### src/rtl/ex_mem_pipe.sv
`default_nettype none
// ============================================================================
// Module   : ex_mem_pipe
// Brief    : EX->MEM pipeline register with valid/ready handshake, flush and
//            saturating stall counter. Define EX_MEM_SKID_EN for the 2-entry
//            skid variant (registered ex_ready); default is single-entry.
// Revision : 1.0
// ============================================================================
module ex_mem_pipe #(
    parameter int DATA_W = 32,
    parameter int ADDR_W = 5,
    parameter int CNT_W  = 16
) (
    input  logic              clk,
    input  logic              rst,
    input  logic              ex_valid,
    output logic              ex_ready,
    input  logic              ex_reg_wr,
    input  logic              ex_mem_wr,
    input  logic [DATA_W-1:0] ex_alu_result,
    input  logic [ADDR_W-1:0] ex_waddr,
    input  logic [1:0]        ex_reg_wb_src,
    input  logic              flush,
    output logic              mem_valid,
    input  logic              mem_ready,
    output logic              mem_reg_wr,
    output logic              mem_mem_wr,
    output logic [DATA_W-1:0] mem_alu_result,
    output logic [ADDR_W-1:0] mem_waddr,
    output logic [1:0]        mem_reg_wb_src,
    output logic [CNT_W-1:0]  stall_cnt
);

    localparam logic [1:0]       c_wb_src_alu_result = 2'b00;
    localparam int               c_pw        = 4 + ADDR_W + DATA_W;
    localparam int               c_waddr_lsb = DATA_W;
    localparam int               c_wb_lsb    = DATA_W + ADDR_W;
    localparam int               c_memwr_bit = DATA_W + ADDR_W + 2;
    localparam int               c_regwr_bit = DATA_W + ADDR_W + 3;
    localparam logic [c_pw-1:0]  c_rst_payload =
        {2'b00, c_wb_src_alu_result, {(ADDR_W + DATA_W){1'b0}}};
    localparam logic [CNT_W-1:0] c_cnt_max = {CNT_W{1'b1}};

    logic [c_pw-1:0]  w_in_payload;
    logic             w_ex_ready;
    logic             w_xfer_in;
    logic             w_xfer_out;
    logic             w_stall;
    logic             r_main_valid;
    logic [c_pw-1:0]  r_main;
    logic [CNT_W-1:0] r_stall_cnt;

    assign w_in_payload = {ex_reg_wr, ex_mem_wr, ex_reg_wb_src, ex_waddr, ex_alu_result};
    assign w_xfer_in    = ex_valid && w_ex_ready && !flush;
    assign w_xfer_out   = r_main_valid && mem_ready;
    assign w_stall      = r_main_valid && !mem_ready;

`ifdef EX_MEM_SKID_EN
    logic             r_skid_valid;
    logic [c_pw-1:0]  r_skid;

    // Ready depends only on state, so mem_ready never reaches ex_ready.
    assign w_ex_ready = !r_skid_valid;

    always_ff @(posedge clk) begin
        if (!rst) begin
            r_main_valid <= 1'b0;
            r_skid_valid <= 1'b0;
            r_main       <= c_rst_payload;
            r_skid       <= c_rst_payload;
        end else if (flush) begin
            r_main_valid <= 1'b0;
            r_skid_valid <= 1'b0;
        end else if (w_xfer_out) begin
            if (r_skid_valid) begin
                r_main       <= r_skid;
                r_skid_valid <= 1'b0;
            end else if (w_xfer_in) begin
                r_main       <= w_in_payload;
            end else begin
                r_main_valid <= 1'b0;
            end
        end else if (w_xfer_in) begin
            // A stalled main entry pushes the newcomer into skid to keep FIFO order.
            if (r_main_valid) begin
                r_skid       <= w_in_payload;
                r_skid_valid <= 1'b1;
            end else begin
                r_main       <= w_in_payload;
                r_main_valid <= 1'b1;
            end
        end
    end
`else
    assign w_ex_ready = !r_main_valid || mem_ready;

    always_ff @(posedge clk) begin
        if (!rst) begin
            r_main_valid <= 1'b0;
            r_main       <= c_rst_payload;
        end else begin
            if (flush) begin
                r_main_valid <= 1'b0;
            end else if (w_xfer_in) begin
                r_main_valid <= 1'b1;
            end else if (w_xfer_out) begin
                r_main_valid <= 1'b0;
            end
            if (w_xfer_in) begin
                r_main <= w_in_payload;
            end
        end
    end
`endif

    always_ff @(posedge clk) begin
        if (!rst) begin
            r_stall_cnt <= '0;
        end else if (!flush && w_stall && (r_stall_cnt != c_cnt_max)) begin
            r_stall_cnt <= r_stall_cnt + 1'b1;
        end
    end

    assign ex_ready       = w_ex_ready;
    assign mem_valid      = r_main_valid;
    assign mem_reg_wr     = r_main[c_regwr_bit] & r_main_valid;
    assign mem_mem_wr     = r_main[c_memwr_bit] & r_main_valid;
    assign mem_alu_result = r_main[DATA_W-1:0];
    assign mem_waddr      = r_main[c_waddr_lsb +: ADDR_W];
    assign mem_reg_wb_src = r_main[c_wb_lsb +: 2];
    assign stall_cnt      = r_stall_cnt;

endmodule
`default_nettype wire
### config.mk
export PLATFORM = sky130hd
export DESIGN_NAME = ex_mem_pipe
export DESIGN_NICKNAME = d
export VERILOG_FILES = /design/src/rtl/ex_mem_pipe.sv
export SDC_FILE = /design/constraint.sdc
export NUM_CORES = 1
export LEC_CHECK = 0
export CORE_UTILIZATION = 46
export CTS_CLUSTER_SIZE = 12
export DETAILED_ROUTE_END_ITERATION = 8
export PLACE_DENSITY = 0.85
export SLEW_MARGIN = 25
export SYNTH_ARGS = -nofsm -noshare
export SYNTH_HDL_FRONTEND = slang
export SYNTH_SLANG_ARGS = --single-unit
### constraint.sdc
create_clock -name clk -period 2.5 [get_ports clk]
set_clock_uncertainty 0.1 [all_clocks]
set_input_delay 0.375 -clock clk [delete_from_list [all_inputs] [get_ports clk]]
set_output_delay 0.375 -clock clk [all_outputs]
set_load 0.02 [all_outputs]
* After elaboration in Yosys (flattened, before gate mapping) *
Index checks and enable logic that the tools add are counted.

operators by class
  add/subtract/negate cells = 1
  equality and inequality tests = 1
  muxes and demuxes = 2
  bitwise operators = 3
  reductions and logical operators = 12

operators with widths
  operator                                       count
  adder 16 x 1 -> 16 bit, second input constant  1
  inequality test 16 bit, second input constant  1
  logical AND 1 bit                              6
  zero test 1 bit                                3
  AND 1 bit                                      2
  two-way mux 1 bit                              2
  nonzero test 2 bit                             1
  OR reduction 2 bit                             1
  logical OR 1 bit                               1
  inverter 1 bit                                 1

storage, ports and cells
  flip-flop bits (word level) = 58
  output and inout bits = 59
  word-level logic and storage cells = 22

* Logic depth before layout (Yosys ltp) *
Gate-level depths: netlist of run 1.

  depth in word-level cells = 5
  mapped depth = 6
  mapped depth without buffers = 5

* Least setup slack after synthesis of run 1 *
OpenSTA, ideal clock, no wires.

  kind = register to register
  start point = reg r_stall_cnt[0] (netlist: stall_cnt[0])
  end point = reg r_stall_cnt[1] (netlist: stall_cnt[1])
  library setup time = 0.132 ns
  data arrival time = 1.664 ns
  required time = 2.268 ns
  slack = 0.604 ns
  stages on the path, launching flop included = 7
  path through = dfxtp_1 > ha_1 > nand3_1 > nor4_4 > buf_2 > nand3b_1 > a21oi_1

on the way
  cells in the longest elaborated chain, start to end = 2
  elaborated cells between the ends (all ways) = 3
  classes of those cells = add/sub (1); eq/ne (1); reduce/logical (1)

ends and longest elaborated chain
  what                                                                            RTL line  text
  start, declared                                                                 51        logic [CNT_W-1:0] r_stall_cnt;
  start signal, assigned                                                          120       r_stall_cnt <= r_stall_cnt + 1'b1;
  parallel branches: the longest is 2 deep, another holds adder 16 x 1 -> 16 bit  -

Parallel ways; which one is timed is not known.
A chain may end at the register's enable or synchronous reset.

* Worst setup path after layout of run 1 *
  start point = in mem_ready
  end point = out ex_ready

on the way
  cells in the longest elaborated chain, start to end = 1

ends and longest elaborated chain
  what              RTL line  text
  start, declared   25        input logic mem_ready,
  logical OR 1 bit  95        assign w_ex_ready = !r_main_valid || mem_ready;
  end, declared     17        output logic ex_ready,

Every way passes these cells.

==> run summary, run 1 <==
crit path capture type: primary output
via/cell ratio: 5.13
sequential cell fraction of total power: 44.4%
Worst R2R Start: stall_cnt[0]$_SDFFE_PN0P_
Initial DRC Count: 117
power per cell area: 597 nW/um^2
post-cts resize count: 0
post-synthesis cell count: 324
hold-fix buffer count after cts: 0
max-cap violations: 0
Synth Area in XOR/XNOR: 0%
# fillers: 480
adder-cell area share of the yosys netlist: 0.480%
Clk pwr share: 43.6%
Die Y: 77.3 um
f_max: 0.446 GHz
CTS Root Cell: clkbuf_8
final hold slack: 0.352 ns
Max Slew Vio Count: 0
status: complete, no violations
clk_lat worst skew: 0.33 ns
proportion of synthesized area in mux cells: 1.15%
crit path DAT: 1.77 ns
post-CTS setup buffer count: 0
via count of the first global-routing pass: 2297
Overflow after GRT: 0
most frequent cells in the layout: 104 x clkdlybuf4s50_1, 91 x nand2_1, 58 x dfxtp_1
met2 Use GR: 35.5%
final setup vio count: 0
Comb pwr share: 11.9%
largest family of logic cells by synthesized area: simple AND/OR/NAND/NOR gates
ratio of cells with drive above 1 in the final layout: 7.07%
crit path time final: 2.24 ns
I/O Buffers: 104
Rel. slew slack: 57.6%
Critical Path Source: mem_ready
routability cong.: 0.846
grt met1 use: 25.5%
M3 GR Usage: 5.12%
Power Total: 2.19 mW
die width: 77.3 um
final hold viol count: 0
CP required: 2.03 ns
critical setup path kind: in2out
gr usage total: 21.5%
# clock sinks: 58
crit path launch type: input port
Psw: 0.505 mW
DRT Wirelength: 6080 um
row count: 27
Antenna Cells: 0
RR Endpoint: stall_cnt[14]$_SDFFE_PN0P_
Worst Hold Depth: 2
switch share: 23.1%
initial antenna violation count: 0
Hold Crit Class: reg2reg
drt wl/cell: 13.0 um
RSZ-0062 raised after global routing: false
final antenna-violating net count: 0
DRC violation count after routing: 0
Ports: 105
Syn-to-layout area delta: 40.4%
DRT Pass-1 Iters: 4
Seq cells post-synth: 58
P_int: 1.68 mW
htree depth: 3
most common cell after layout, fill and taps aside: clkdlybuf4s50_1
Initial Util: 47.6%
CP Max Fanout: 3
final net count: 438
Worst Reg-to-Reg Cells: 5
Max VDD drop: 0.411 mV
Post-Syn Area per Cell: 8.05 um^2
clk buf depth: 2
Post-Syn Area: 2610 um^2
Worst-path clk slew: 0.06 ns
Final Cycle Share: 89.6%
flop2flop setup slack: 0.39 ns
largest net degree at the start of global routing: 36
setup TNS: 0 ns
Simple-Gate Fraction of Synth Area: 26.2%
Yosys cell types: 33
crit path to: ex_ready
Most Crowded Layer GR: met2
post-DP HPWL: 4230 um
total CTS buffers: 9
Ys Warns: 0
Die Area: 5970 um^2
Slew @ Worst Pin: 0.632 ns
LEAKAGE: 1.27 nW
CTS tree: built
sequential cell area fraction in the yosys report: 44.5%
vias: 2402
Synth Area in Compound Gates: 13.6%
first-pass GRT wire length: 10300 um
Synth Net Count: 371
core area: 5470 um^2
==> power by group through the flow <==
stage | registers, mW | clock network [mW] | logic (mW)
after floorplan | 0.990 | 0 | 0.148
after global placement | 0.991 | 0 | 0.259
after detailed placement | 0.993 | 0 | 0.262
after CTS | 0.972 | 0.970 | 0.263
after global routing | 0.976 | 1.02 | 0.282
final | 0.972 | 0.954 | 0.261
==> cells by family after synthesis <==
kind of cell / after synthesis
AO/OA/AOI/OAI: 67
adder cells (fa/ha/maj): 1
buffers and inverters: 58
AND/OR/NAND/NOR: 137
flip-flops: 58
multiplexers: 3
==> stage by stage <==
stage | instances | cell area (um^2) | worst slack (ns) | util, %
2_1_floorplan | 324 | 2610 | 0.604 | -
3_3_place_gp | 452 | 3440 | 0.311 | 62.9
3_5_place_dp | 452 | 3440 | 0.254 | 62.9
4_1_cts | 468 | 3660 | 0.254 | 66.9
5_1_grt | 468 | 3660 | 0.170 | 66.9
6_report | 468 | 3660 | 0.259 | 66.9
==> how the worst min path moves through the flow <==
stage                             from                      end  slack, ns
2_1_floorplan  r_main[39]$_SDFFE_PN0P_  r_main[39]$_SDFFE_PN0P_       0.33
3_3_place_gp   r_main[40]$_SDFFE_PN0P_  r_main[40]$_SDFFE_PN0P_       0.34
3_5_place_dp    r_main[1]$_SDFFE_PN0P_   r_main[1]$_SDFFE_PN0P_       0.35
4_1_cts         r_main[1]$_SDFFE_PN0P_   r_main[1]$_SDFFE_PN0P_       0.36
5_1_grt        r_main[27]$_SDFFE_PN0P_  r_main[27]$_SDFFE_PN0P_       0.37
6_report       r_main[23]$_SDFFE_PN0P_  r_main[23]$_SDFFE_PN0P_       0.35
==> routing by layer <==
metal  routed length (um)  vias to the layer above
met3                  441                       13
met5                    0                        -
met2                 2890                       96
met1                 2610                     1096
met4                  137                        0
li1                     -                     1197
==> final cells by class <==
type	instances	area, um^2	area share (%)
clock buffer	11	141	3.86
clock inverter	5	77.6	2.12
inverter	3	11.3	0.308
multi-input combinational	208	1080	29.6
sequential	58	1160	31.7
tap	72	90.1	2.46
timing repair buffer	111	1090	29.9
==> sequential cells by signal (all words and copies together), names as in the netlist <==
signal / flops
r_main: 41
stall_cnt: 16
mem_valid: 1
==> synth_stat cells <==
library cell / number / share of area [%]
nor4_4: 1 / 0.82
o31ai_1: 8 / 2.3
or4_1: 8 / 2.3
buf_4: 39 / 11
nor3_2: 1 / 0.38
nor2b_1: 1 / 0.24
o21ai_0: 4 / 0.77
and2_1: 3 / 0.72
inv_1: 3 / 0.43
ha_1: 1 / 0.48
a21oi_1: 54 / 10
o21ai_1: 1 / 0.19
and3_1: 1 / 0.24
or2_0: 1 / 0.24
nor3_1: 1 / 0.19
nand3b_1: 2 / 0.58
nand2_1: 91 / 13
nand4_2: 1 / 0.48
nand4_1: 4 / 0.96
or3_1: 3 / 0.72
nand3_2: 1 / 0.38
clkbuf_1: 14 / 2.0
nand3_1: 4 / 0.77
nor3b_1: 2 / 0.58
buf_2: 2 / 0.38
mux2i_1: 3 / 1.2
or3b_1: 1 / 0.34
nor4_1: 2 / 0.48
nand2b_1: 2 / 0.48
nor3b_4: 1 / 0.72
and4_1: 3 / 1.0
nor2_1: 3 / 0.43
dfxtp_1: 58 / 45
==> critical path, cell delays in order <==
cell and delay, ns:
clkdlybuf4s50_1 0.48, nor2b_1 0.27, inv_1 0.09, clkdlybuf4s50_1 0.55
Note: power is estimated with default switching activity, not from simulation.
==> inputs of run 2 (changes only) <==
- CORE_UTILIZATION: 46 -> 39
- PLACE_DENSITY: 0.85 -> 0.76
- clock period: 2.5 -> 1.95 ns (I/O delays scaled with it)
==> run summary, run 2 (same netlist as run 1, synthesis figures left out) <==
drt wl/cell: 13.0 um
crit path time final: 1.87 ns
DRC violation count after routing: 0
DRT Pass-1 Iters: 4
Hold Crit Class: reg2reg
row count: 29
crit path capture type: primary output
routability cong.: 0.791
post-DP HPWL: 4540 um
grt met1 use: 21.4%
status: complete, no violations
Most Crowded Layer GR: met2
largest net degree at the start of global routing: 57
Max VDD drop: 0.474 mV
first-pass GRT wire length: 10200 um
Biggest register: r_main
max-cap violations: 0
Antenna Cells: 0
htree depth: 3
via count of the first global-routing pass: 2258
final setup vio count: 0
CP required: 1.56 ns
gr usage total: 18.0%
Overflow after GRT: 0
Initial DRC Count: 83
CTS tree: built
Final Cycle Share: 96.1%
Final Instance Area: 3790 um^2
f_max: 0.534 GHz
RSZ-0062 raised after global routing: false
crit path launch type: register
Die Area: 7020 um^2
Die Y: 83.8 um
final core utilization: 59.3%
Max Slew Vio Count: 0
# fillers: 582
Syn-to-layout area delta: 45.2%
die width: 83.8 um
Finished Layout Cells: 491
final hold viol count: 0
initial antenna violation count: 0
met2 Use GR: 29.6%
clk buf depth: 2
Initial Util: 40.8%
I/O Buffers: 104
power per cell area: 673 nW/um^2
M3 GR Usage: 4.65%
Worst-path clk slew: 0.07 ns
Post-Place Cell Area: 3570 um^2
DRT Wirelength: 6380 um
Worst R2R Start: stall_cnt[0]$_SDFFE_PN0P_
Placed Instances: 472
vias: 2476
final net count: 456
clk_lat worst skew: 0.32 ns
Critical Path Source: mem_valid$_SDFFE_PP0P_
Hold Path Origin: r_main[36]$_SDFFE_PN0P_
critical setup path kind: reg2out
# clock sinks: 58
LEAKAGE: 1.37 nW
max reg flops: 41
total CTS buffers: 9
ratio of cells with drive above 1 in the final layout: 11.6%
crit path DAT: 1.48 ns
CTS Root Cell: clkbuf_8
final hold slack: 0.354 ns
final antenna-violating net count: 0
most frequent cells in the layout: 102 x clkdlybuf4s50_1, 91 x nand2_1, 58 x dfxtp_1
Ports: 105
core area: 6390 um^2
CP Max Fanout: 6
via/cell ratio: 5.04
Rel. slew slack: 76.7%
Slew @ Worst Pin: 0.348 ns
most common cell after layout, fill and taps aside: clkdlybuf4s50_1
==> run 2: what timing repair did <==
item	in CTS	in global routing
hold buffers	0	0
gates resized for setup	1	4
pin swaps	0	1
endpoints found under the setup margin	1	10
buffers inserted	0	3
==> run 2: cell type report <==
cell class / instances / area (um^2) / area share, %
clock buffer: 11 / 141 / 3.73
clock inverter: 5 / 30.0 / 0.793
inverter: 3 / 11.3 / 0.297
multi-input combinational: 208 / 1100 / 29.1
sequential: 58 / 1160 / 30.7
tap: 77 / 96.3 / 2.54
timing repair buffer: 129 / 1240 / 32.8
==> run 2: worst paths after layout <==
check        slack [ns]  cells past startpoint                    endpoint
min reg2reg        0.35                      2     r_main[36]$_SDFFE_PN0P_
max reg2reg        0.12                      6  stall_cnt[15]$_SDFFE_PN0P_
max                0.08                      2                  mem_reg_wr
min                0.35                      2     r_main[36]$_SDFFE_PN0P_
==> run 2: metal layers <==
metal	up-vias	routed length [um]
met3	11	402
met2	83	3150
met1	1152	2700
met5	-	0
met4	0	126
li1	1230	-
==> run 2: worst max-delay path, cell delays in order, from the launching register on <==
cell and delay (ns):
dfxtp_1 0.40, and2_1 0.15, clkdlybuf4s50_1 0.61
==> run 2: stage by stage <==
step	power (mW)	TNS [ns]	worst slack [ns]
after detailed placement	1.62	-1.09	-0.125
after global routing	2.66	0	0.000731
final	2.55	0	0.0769
after global placement	1.61	-0.608	-0.120
after CTS	2.58	0	0.0590
after floorplan	1.46	0	0.0538
==> run 2: power breakdown <==
part           leakage (nW)  switching, mW  internal, mW
combinational         0.816          0.156         0.186
sequential            0.472         0.0204          1.23
clock                0.0851          0.470         0.489
total                  1.37          0.647          1.90
